File: config.mk
export PLATFORM = sky130hd
export DESIGN_NAME = muldiv_seq_ctrl
export DESIGN_NICKNAME = d
export VERILOG_FILES = /design/src/rtl/muldiv_seq_ctrl_pkg.sv /design/src/rtl/muldiv_iter_core.sv /design/src/rtl/muldiv_seq_ctrl.sv
export SDC_FILE = /design/constraint.sdc
export NUM_CORES = 1
export LEC_CHECK = 0
export CORE_MARGIN = 4
export CORE_UTILIZATION = 65
export CTS_BUF_LIST = sky130_fd_sc_hd__clkbuf_2
export CTS_CLUSTER_DIAMETER = 150
export DETAILED_ROUTE_END_ITERATION = 10
export GPL_ROUTABILITY_DRIVEN = 0
export PLACE_DENSITY = 0.94
export SLEW_MARGIN = 20
export SYNTH_ARGS = -nofsm -noshare
export SYNTH_HDL_FRONTEND = slang
export SYNTH_HIERARCHICAL = 1
export SYNTH_SLANG_ARGS = --single-unit
export TNS_END_PERCENT = 20
File: constraint.sdc
create_clock -name clk -period 7.7 [get_ports clk]
set_input_delay 1.54 -clock clk [delete_from_list [all_inputs] [get_ports clk]]
set_output_delay 1.54 -clock clk [all_outputs]
set_load 0.05 [all_outputs]
File: src/rtl/muldiv_seq_ctrl_pkg.sv
// Shared definitions for the EX-stage multiply/divide sequencer.
// Holds the ALU control codes (also used by the ALU control decoder) and the
// sequencer state encoding.
package muldiv_seq_ctrl_pkg;

  localparam logic [3:0] ALU_AND = 4'b0000;
  localparam logic [3:0] ALU_OR  = 4'b0001;
  localparam logic [3:0] ALU_ADD = 4'b0010;
  localparam logic [3:0] ALU_MUL = 4'b0100;
  localparam logic [3:0] ALU_DIV = 4'b0101;
  localparam logic [3:0] ALU_SUB = 4'b0110;
  localparam logic [3:0] ALU_SLT = 4'b0111;
  localparam logic [3:0] ALU_NOR = 4'b1100;

  typedef enum logic [1:0] {
    ST_IDLE = 2'd0,
    ST_BUSY = 2'd1,
    ST_DONE = 2'd2
  } state_t;

endpackage

File: src/rtl/muldiv_iter_core.sv
// Per-iteration datapath for unsigned shift-add multiply and restoring divide.
// Ports:
//   clk, rst       clock, synchronous active-high reset
//   load           capture operand magnitudes and clear the accumulator
//   step           perform one iteration
//   div_mode       1 = restoring divide, 0 = shift-add multiply
//   a_mag, b_mag   unsigned operand magnitudes
//   prod_nxt_c     product accumulator value after the current iteration
//   quot_nxt_c     quotient value after the current iteration
//   rem_nxt_c      partial remainder value after the current iteration
module muldiv_iter_core
  import muldiv_seq_ctrl_pkg::*;
#(
  parameter int unsigned WIDTH = 32
) (
  input  logic             clk,
  input  logic             rst,
  input  logic             load,
  input  logic             step,
  input  logic             div_mode,
  input  logic [WIDTH-1:0] a_mag,
  input  logic [WIDTH-1:0] b_mag,
  output logic [WIDTH-1:0] prod_nxt_c,
  output logic [WIDTH-1:0] quot_nxt_c,
  output logic [WIDTH-1:0] rem_nxt_c
);

  // acc: product (MUL) or partial remainder (DIV)
  // x:   multiplicand shifting left (MUL) or dividend/quotient shift (DIV)
  // y:   multiplier shifting right (MUL) or fixed divisor (DIV)
  logic [WIDTH-1:0] acc, x, y;
  logic [WIDTH-1:0] acc_n, x_n, y_n;
  logic [WIDTH:0]   shifted, trial;

  // One iteration. The remainder only needs WIDTH stored bits because it is
  // always below the divisor; the shifted trial value carries the spare bit.
  always_comb begin
    acc_n   = acc;
    x_n     = x;
    y_n     = y;
    shifted = {acc, x[WIDTH-1]};
    trial   = shifted - {1'b0, y};
    if (div_mode) begin
      acc_n = trial[WIDTH] ? shifted[WIDTH-1:0] : trial[WIDTH-1:0];
      x_n   = {x[WIDTH-2:0], ~trial[WIDTH]};
    end else begin
      acc_n = acc + (y[0] ? x : '0);
      x_n   = {x[WIDTH-2:0], 1'b0};
      y_n   = {1'b0, y[WIDTH-1:1]};
    end
  end

  always_ff @(posedge clk) begin
    if (rst) begin
      acc <= '0;
      x   <= '0;
      y   <= '0;
    end else if (load) begin
      acc <= '0;
      x   <= a_mag;
      y   <= b_mag;
    end else if (step) begin
      acc <= acc_n;
      x   <= x_n;
      y   <= y_n;
    end
  end

  assign prod_nxt_c = acc_n;
  assign quot_nxt_c = x_n;
  assign rem_nxt_c  = acc_n;

endmodule

File: src/rtl/muldiv_seq_ctrl.sv
// Multi-cycle MUL/DIV sequencer for the EX stage: accepts MUL/DIV codes,
// stalls the pipeline for WIDTH iterations and pulses a registered result.
// Ports:
//   clk, rst        clock, synchronous active-high reset
//   op_valid        EX holds a valid instruction
//   alu_ctrl        ALU control code
//   src_a, src_b    two's complement operands
//   flush           abort any operation
//   stall           hold IF/ID/EX (combinational on accept)
//   result_valid    one-cycle pulse with result/remainder
//   result          MUL low product bits or DIV quotient
//   remainder       DIV remainder, 0 after MUL
//   busy            sequencer not idle
module muldiv_seq_ctrl
  import muldiv_seq_ctrl_pkg::*;
#(
  parameter int unsigned WIDTH = 32,
  parameter int unsigned CNT_W = 6
) (
  input  logic             clk,
  input  logic             rst,
  input  logic             op_valid,
  input  logic [3:0]       alu_ctrl,
  input  logic [WIDTH-1:0] src_a,
  input  logic [WIDTH-1:0] src_b,
  input  logic             flush,
  output logic             stall,
  output logic             result_valid,
  output logic [WIDTH-1:0] result,
  output logic [WIDTH-1:0] remainder,
  output logic             busy
);

  localparam logic [CNT_W-1:0] LAST = CNT_W'(WIDTH - 1);

  state_t           state, state_n;
  logic [CNT_W-1:0] cnt, cnt_n;
  logic             op_div, sign_a, sign_b;
  logic             accept, core_load, core_step, rv_n;
  logic [WIDTH-1:0] res_n, rem_n;
  logic [WIDTH-1:0] a_mag, b_mag;
  logic [WIDTH-1:0] prod_nxt, quot_nxt, rem_nxt;

  // Negation modulo 2^WIDTH
  function automatic logic [WIDTH-1:0] cneg(input logic [WIDTH-1:0] v, input logic n);
    return n ? (~v + WIDTH'(1)) : v;
  endfunction

  assign a_mag = cneg(src_a, src_a[WIDTH-1]);
  assign b_mag = cneg(src_b, src_b[WIDTH-1]);

  muldiv_iter_core #(.WIDTH(WIDTH)) u_core (
    .clk        (clk),
    .rst        (rst),
    .load       (core_load),
    .step       (core_step),
    .div_mode   (op_div),
    .a_mag      (a_mag),
    .b_mag      (b_mag),
    .prod_nxt_c (prod_nxt),
    .quot_nxt_c (quot_nxt),
    .rem_nxt_c  (rem_nxt)
  );

  // Next state, handshake and next result values
  always_comb begin
    state_n   = state;
    cnt_n     = cnt;
    accept    = 1'b0;
    core_load = 1'b0;
    core_step = 1'b0;
    rv_n      = 1'b0;
    res_n     = result;
    rem_n     = remainder;
    stall     = 1'b0;
    case (state)
      ST_IDLE: begin
        if (op_valid && !flush && (alu_ctrl == ALU_MUL || alu_ctrl == ALU_DIV)) begin
          accept    = 1'b1;
          core_load = 1'b1;
          cnt_n     = '0;
          if (alu_ctrl == ALU_DIV && src_b == '0) begin
            // Divide-by-zero finishes immediately with the captured dividend
            state_n = ST_DONE;
            rv_n    = 1'b1;
            res_n   = '1;
            rem_n   = src_a;
          end else begin
            state_n = ST_BUSY;
          end
        end
      end
      ST_BUSY: begin
        if (flush) begin
          state_n = ST_IDLE;
          cnt_n   = '0;
        end else begin
          core_step = 1'b1;
          cnt_n     = cnt + CNT_W'(1);
          if (cnt == LAST) begin
            state_n = ST_DONE;
            cnt_n   = '0;
            rv_n    = 1'b1;
            if (op_div) begin
              res_n = cneg(quot_nxt, sign_a ^ sign_b);
              rem_n = cneg(rem_nxt, sign_a);
            end else begin
              res_n = cneg(prod_nxt, sign_a ^ sign_b);
              rem_n = '0;
            end
          end
        end
      end
      ST_DONE: begin
        state_n = ST_IDLE;
      end
      default: begin
        state_n = ST_IDLE;
      end
    endcase
    stall = accept || (state == ST_BUSY);
  end

  always_ff @(posedge clk) begin
    if (rst) state <= ST_IDLE;
    else     state <= state_n;
  end

  // Counter, captured operation attributes and registered outputs
  always_ff @(posedge clk) begin
    if (rst) begin
      cnt          <= '0;
      op_div       <= 1'b0;
      sign_a       <= 1'b0;
      sign_b       <= 1'b0;
      result_valid <= 1'b0;
      result       <= '0;
      remainder    <= '0;
      busy         <= 1'b0;
    end else begin
      cnt          <= cnt_n;
      result_valid <= rv_n;
      result       <= res_n;
      remainder    <= rem_n;
      busy         <= (state_n != ST_IDLE);
      if (accept) begin
        op_div <= (alu_ctrl == ALU_DIV);
        sign_a <= src_a[WIDTH-1];
        sign_b <= src_b[WIDTH-1];
      end
    end
  end

endmodule

## Yosys cells after proc, flatten, opt, wreduce, memory -nomap -nowiden

Index checks and enable logic that the tools add are counted.

- Add/subtract/negate cells: 7
- Mux-type cells: 44
- Reductions and logical operators: 15
- Bitwise logic cells: 6
- Eq/ne operators: 9

Operators with widths:

| operator | count |
|---|---|
| two-way mux 32 bit | 23 |
| adder 32 x 1 -> 32 bit, second input constant | 4 |
| NOT 32 bit | 4 |
| one-hot mux 32 bit (2 select lines) | 2 |
| subtractor 33 x 32 -> 33 bit | 1 |
| adder 32 bit | 1 |
| logical NOT 32 bit | 1 |
| two-way mux 6 bit | 3 |
| one-hot mux 6 bit (2 select lines) | 1 |
| two-way mux 1 bit | 9 |
| equality test 4 x 3 -> 1 bit, second input constant | 2 |
| two-way mux 2 bit | 4 |
| != test 2 bit, second input constant | 4 |
| adder 6 x 1 -> 6 bit, second input constant | 1 |
| equality test 6 x 5 -> 1 bit, second input constant | 1 |
| nonzero test 2 bit | 3 |
| AND reduction 5 bit | 1 |
| one-hot mux 2 bit (2 select lines) | 1 |
| AND reduction 2 bit | 2 |
| logical AND 1 bit | 3 |
| equality test 2 x 1 -> 1 bit, second input constant | 1 |
| logical NOT 2 bit | 1 |
| logical OR 1 bit | 2 |
| != test 2 x 1 -> 1 bit, second input constant | 1 |
| 5 further kinds | 5 |

- Word-level logic and storage cells: 93
- Flip-flop bits (word level): 173
- Output and inout bits: 67
- Input port bits: 72

## Longest topological paths before layout

- Depth in word-level cells: 10
- Mapped depth: 22
- Depth with buffers taken out: 20

## Hierarchy

The synthesis kept the hierarchy.

Modules (own cells, without submodules):

| module | area an instance (µm²) | instances | cells each | sequential area each (µm²) |
|---|---|---|---|---|
| muldiv_iter_core | 8,866.0 | 1 | 1,239 | 1,921.8 |
| muldiv_seq_ctrl | 6,637.6 | 1 | 876 | 1,541.5 |

## Least setup slack after synthesis

Ideal clock, no wire load.

- Kind: reg2reg
- Start point: register u_core.y[0]
- End point: register remainder[29]
- Slack: 2.766 ns
- Stages on the path, launching flop included: 20
- Period minus slack after synthesis: 4.934 ns
- Data required time: 7.577 ns
- Arrival: 4.811 ns
- Path buffers: 2
- Library setup time: 0.123 ns
- Path through: dfxtp_1 clkbuf_1 and2_1 ha_1 fa_1 a21oi_1 o21ai_0 a221oi_1 o31ai_1 a21o_1 a21o_1 xnor2_1 o221ai_1 buf_4 or3_1 or4b_2 o41ai_1 xnor2_1 a221oi_1 nor2_1

- Word-level cells in the longest chain between the ends: 10

RTL lines:

| item | RTL line | source |
|---|---|---|
| from (decl) | muldiv_iter_core.sv:31 | `logic [WIDTH-1:0] acc, x, y;` |
| from (signal assigned) | muldiv_iter_core.sv:61 | `y <= b_mag;` |
| from (signal assigned) | muldiv_iter_core.sv:65 | `y <= y_n;` |
| subtractor 33 x 32 -> 33 bit / two-way mux 32 bit (equally long branches) | muldiv_iter_core.sv:42, muldiv_iter_core.sv:47 |  |
| two-way mux 32 bit / adder 32 bit (equally long branches) | muldiv_iter_core.sv:44, muldiv_iter_core.sv:47 |  |
| two-way mux 32 bit (*) | muldiv_iter_core.sv:43 | `if (div_mode) begin` |
| named net prod_nxt[20] | muldiv_seq_ctrl.sv:42 | `logic [WIDTH-1:0] prod_nxt, quot_nxt, rem_nxt;` |
| NOT 32 bit (*) | muldiv_seq_ctrl.sv:46 | `return n ? (~v + WIDTH'(1)) : v;` |
| adder 32 x 1 -> 32 bit (*) | muldiv_seq_ctrl.sv:46 |  |
| two-way mux 32 bit (*) | muldiv_seq_ctrl.sv:46 |  |
| two-way mux 32 bit (*) | muldiv_seq_ctrl.sv:104 | `if (op_div) begin` |
| two-way mux 32 bit (*) | muldiv_seq_ctrl.sv:100 | `if (cnt == LAST) begin` |
| two-way mux 32 bit (*) | muldiv_seq_ctrl.sv:94 | `if (flush) begin` |
| one-hot mux 32 bit (2 select lines) (*) | muldiv_seq_ctrl.sv:76 | `case (state)` |
| to (signal assigned) | muldiv_seq_ctrl.sv:144 | `remainder <= rem_n;` |
| to (decl) | muldiv_seq_ctrl.sv:30 | `output logic [WIDTH-1:0] remainder,` |

The timed path passes the listed nets; every way through them passes the cells marked *. The select of a mux whose other input is x is not followed.
A chain may end at the register's enable or synchronous reset.

## Final worst setup path

- Start point: register u_core.y[0]
- End point: register remainder[30]

Same word-level chain as after synthesis.

==> results.txt <==
Least-Margin Pin Slew = 1.14 ns
Post-synth cell types = 87
Status = complete, no violations
CP Class = reg2reg
GR Util All Layers = 34.2%
P&R area growth vs syn = 8.28%
Syn_area_per_cell = 7.33 sq um
Mapped Cells = 2115
Hold_buf cts = 0
Ratio of cells with drive above 1 in the final layout = 5.61%
Worst setup endpoint = remainder[30]
Resize count post-CTS = 0
# nets final = 2255
Clock Tree Buf Depth = 2
Io pins = 139
Clk pwr share = 26.9%
Largest net degree at the start of global routing = 71
Routed WL = 47.0 mm
Reg power frac = 48.8%
Overall power = 0.00188 W
Row count = 56
Fin. Hold Viols = 0
Switching share of power = 36.6%
Final ANT Viol Nets = 0
Commonest non-fill, non-tap cell in the layout = nor2_1
CTS buffer count = 17
FF+latch count, synth = 173
Clk_skew = 0.0635 ns
Worst setup EP type = flip-flop
Synth Net Count = 2259
Post-synthesis sequential area ratio = 22.3%
Vias per inst = 6.70
Asr flop ratio synth = 0%
Worst Setup Start Kind = flip-flop
Post-CTS Setup Bufs = 0
Initial antenna violation count = 4
CP arrival = 7.62 ns
Reg2reg setup slack = 0.83 ns
Final TNS setup = 0 ns
Clk sinks = 173
Max-slew headroom = 23.1%
CTS tree = yes
Leakage Power = 6.71 nW
Comb pwr share = 24.3%
Number of global-route vias before repair = 15200
Power per cell area = 112 nW/um^2
Chip width = 162 um
Core area = 23500 sq um
Reg2reg end = remainder[30]
Final worst path period share = 89.2%
Grt total ovfl = 0
Worst endpoint required time = 8.45 ns
Period minus WS final = 6.87 ns
Int Power = 0.00119 W
Final setup fails = 0
Max-cap violation count = 0
DP HPWL = 34.7 mm
Peak VDD IR = 0.0886 mV
Routed wire per std cell = 19.3 um
Slew Viols, Final = 0
Die Footprint = 26400 sq um
Clock-pin slew on the worst setup and hold paths = 0.34 ns
Cell area after synthesis = 15500 sq um
Via total after detailed routing = 16400
Initial DRC Count = 2153
Critical path fanouts, max = 34
Die span in y = 162 um
H-tree depth = 4
Commonest cells after routing, fill and taps aside = nor2_1, a21oi_1, dfxtp_1
Most used DFF post-synth = dfxtp_1
RSZ-0062 raised after global routing = no
Fillcell total = 1750
Drt drc = 0
Fmax = 146 MHz
Global-route wire length before repair = 74.9 mm
NetSw = 0.000688 W
HP Class = reg2reg
R2R depth = 18
RR Startpoint = u_core/y[0]
Post-synth EDFFs = 0
Root buffer cell = clkbuf_2
PortBufs = 138
Clk_lat worst skew = 0.86 ns
Starting Density = 66.1%
Critical Path Start = u_core/y[0]
Ys Warns = 6
DRT Pass-1 Iters = 7
registers in the layout, summed over array words and instances, names as in the netlist, 2 cells and up:
| register | count |
|---|---|
| cnt | 6 |
| state | 2 |
| u_core/acc | 32 |
| u_core/x | 32 |
| u_core/y | 32 |
| result | 32 |
| remainder | 32 |
power by group through the flow:
stage	Clock [W]	Combinational, W	Sequential (W)
2_1_floorplan	0	0.000321	0.000925
3_3_place_gp	0	0.000425	0.000930
3_5_place_dp	0	0.000437	0.000930
4_1_cts	0.000506	0.000441	0.000915
5_1_grt	0.000543	0.000486	0.000917
6_report	0.000505	0.000456	0.000916
routing by layer:
metal	global-route usage, %	part of all wire, %	vias up
li1	-	-	7513
met1	41.3	37	7498
met2	56.9	47	1060
met3	7.01	9.8	303
met4	19.3	6.5	2
met5	0	0.015	-
through the flow:
step / std cells / util, % / hold slack, ns / worst slack [ns] / cell area, sq um
final: 2443 / 71.5 / 0.475 / 0.833 / 16800
after detailed placement: 2410 / 70.3 / 0.450 / 1.15 / 16500
after global routing: 2443 / 71.5 / 0.510 / 0.377 / 16800
after CTS: 2441 / 71.3 / 0.475 / 1.09 / 16700
after global placement: 2409 / 70.3 / 0.445 / 1.39 / 16500
after floorplan: 2115 / - / 0.452 / 2.77 / 15500
cell usage after synthesis (24+ instances only):
library cell / number / area [sq um]
nor2_1: 319 / 1200
a21oi_1: 206 / 1030
dfxtp_1: 173 / 3460
nand2_1: 130 / 488
xnor2_1: 128 / 1120
o21ai_0: 116 / 581
clkbuf_1: 96 / 360
inv_1: 74 / 278
xor2_1: 72 / 631
ha_1: 70 / 876
buf_4: 67 / 503
mux2i_1: 54 / 541
nor3_1: 52 / 260
and2_1: 35 / 219
nand3_1: 34 / 170
a31oi_1: 33 / 206
o31ai_1: 27 / 203
a221oi_1: 26 / 228
o41ai_1: 24 / 210
or3_1: 24 / 150
layout make-up:
type	count	area (sq um)	area share (%)
timing repair buffer	167	1630	9.70
clock buffer	17	85.1	0.507
antenna	1	2.50	0.0149
tap	319	399	2.38
sequential	173	3460	20.6
inverter	76	285	1.70
clock inverter	14	148	0.879
multi-input combinational	1676	10800	64.2
critical path: stages (launching register included):
cell and delay (ns):
dfxtp_1 0.69, ha_1 0.41, fa_1 0.40, nor2b_1 0.17, o31a_1 0.25, o21ai_2 0.14, o211ai_2 0.30, a221oi_4 0.13
xnor2_2 0.63, buf_4 0.39, mux2_2 0.37, a21oi_1 0.20, inv_1 0.17, nor4_1 0.89, nand3_1 0.56, nor3_1 0.52
mux2i_1 0.18, a2111oi_2 0.32, nor2_1 0.08
cells by family after synthesis:
| group | after synthesis | share of synthesized area, % |
|---|---|---|
| XOR/XNOR | 202 | 11.5 |
| flip-flops | 173 | 22.3 |
| AND/OR/NAND/NOR | 734 | 22.3 |
| adder cells (fa/ha/maj) | 72 | 5.91 |
| buffers and inverters | 266 | 8.44 |
| AO/OA/AOI/OAI | 609 | 25.6 |
| multiplexers | 59 | 3.95 |
how the worst min path moves through the flow:
| stage | start | slack, ns | to | depth (start not counted) |
|---|---|---|---|---|
| after floorplan | state[1] | 0.45 | busy | 1 |
| after global placement | result[11] | 0.44 | result[11] | 2 |
| after detailed placement | result[9] | 0.45 | result[9] | 2 |
| after CTS | result[9] | 0.48 | result[9] | 2 |
| after global routing | result[10] | 0.51 | result[10] | 2 |
| final | result[9] | 0.47 | result[9] | 2 |
(Power assumes the default switching activity.)
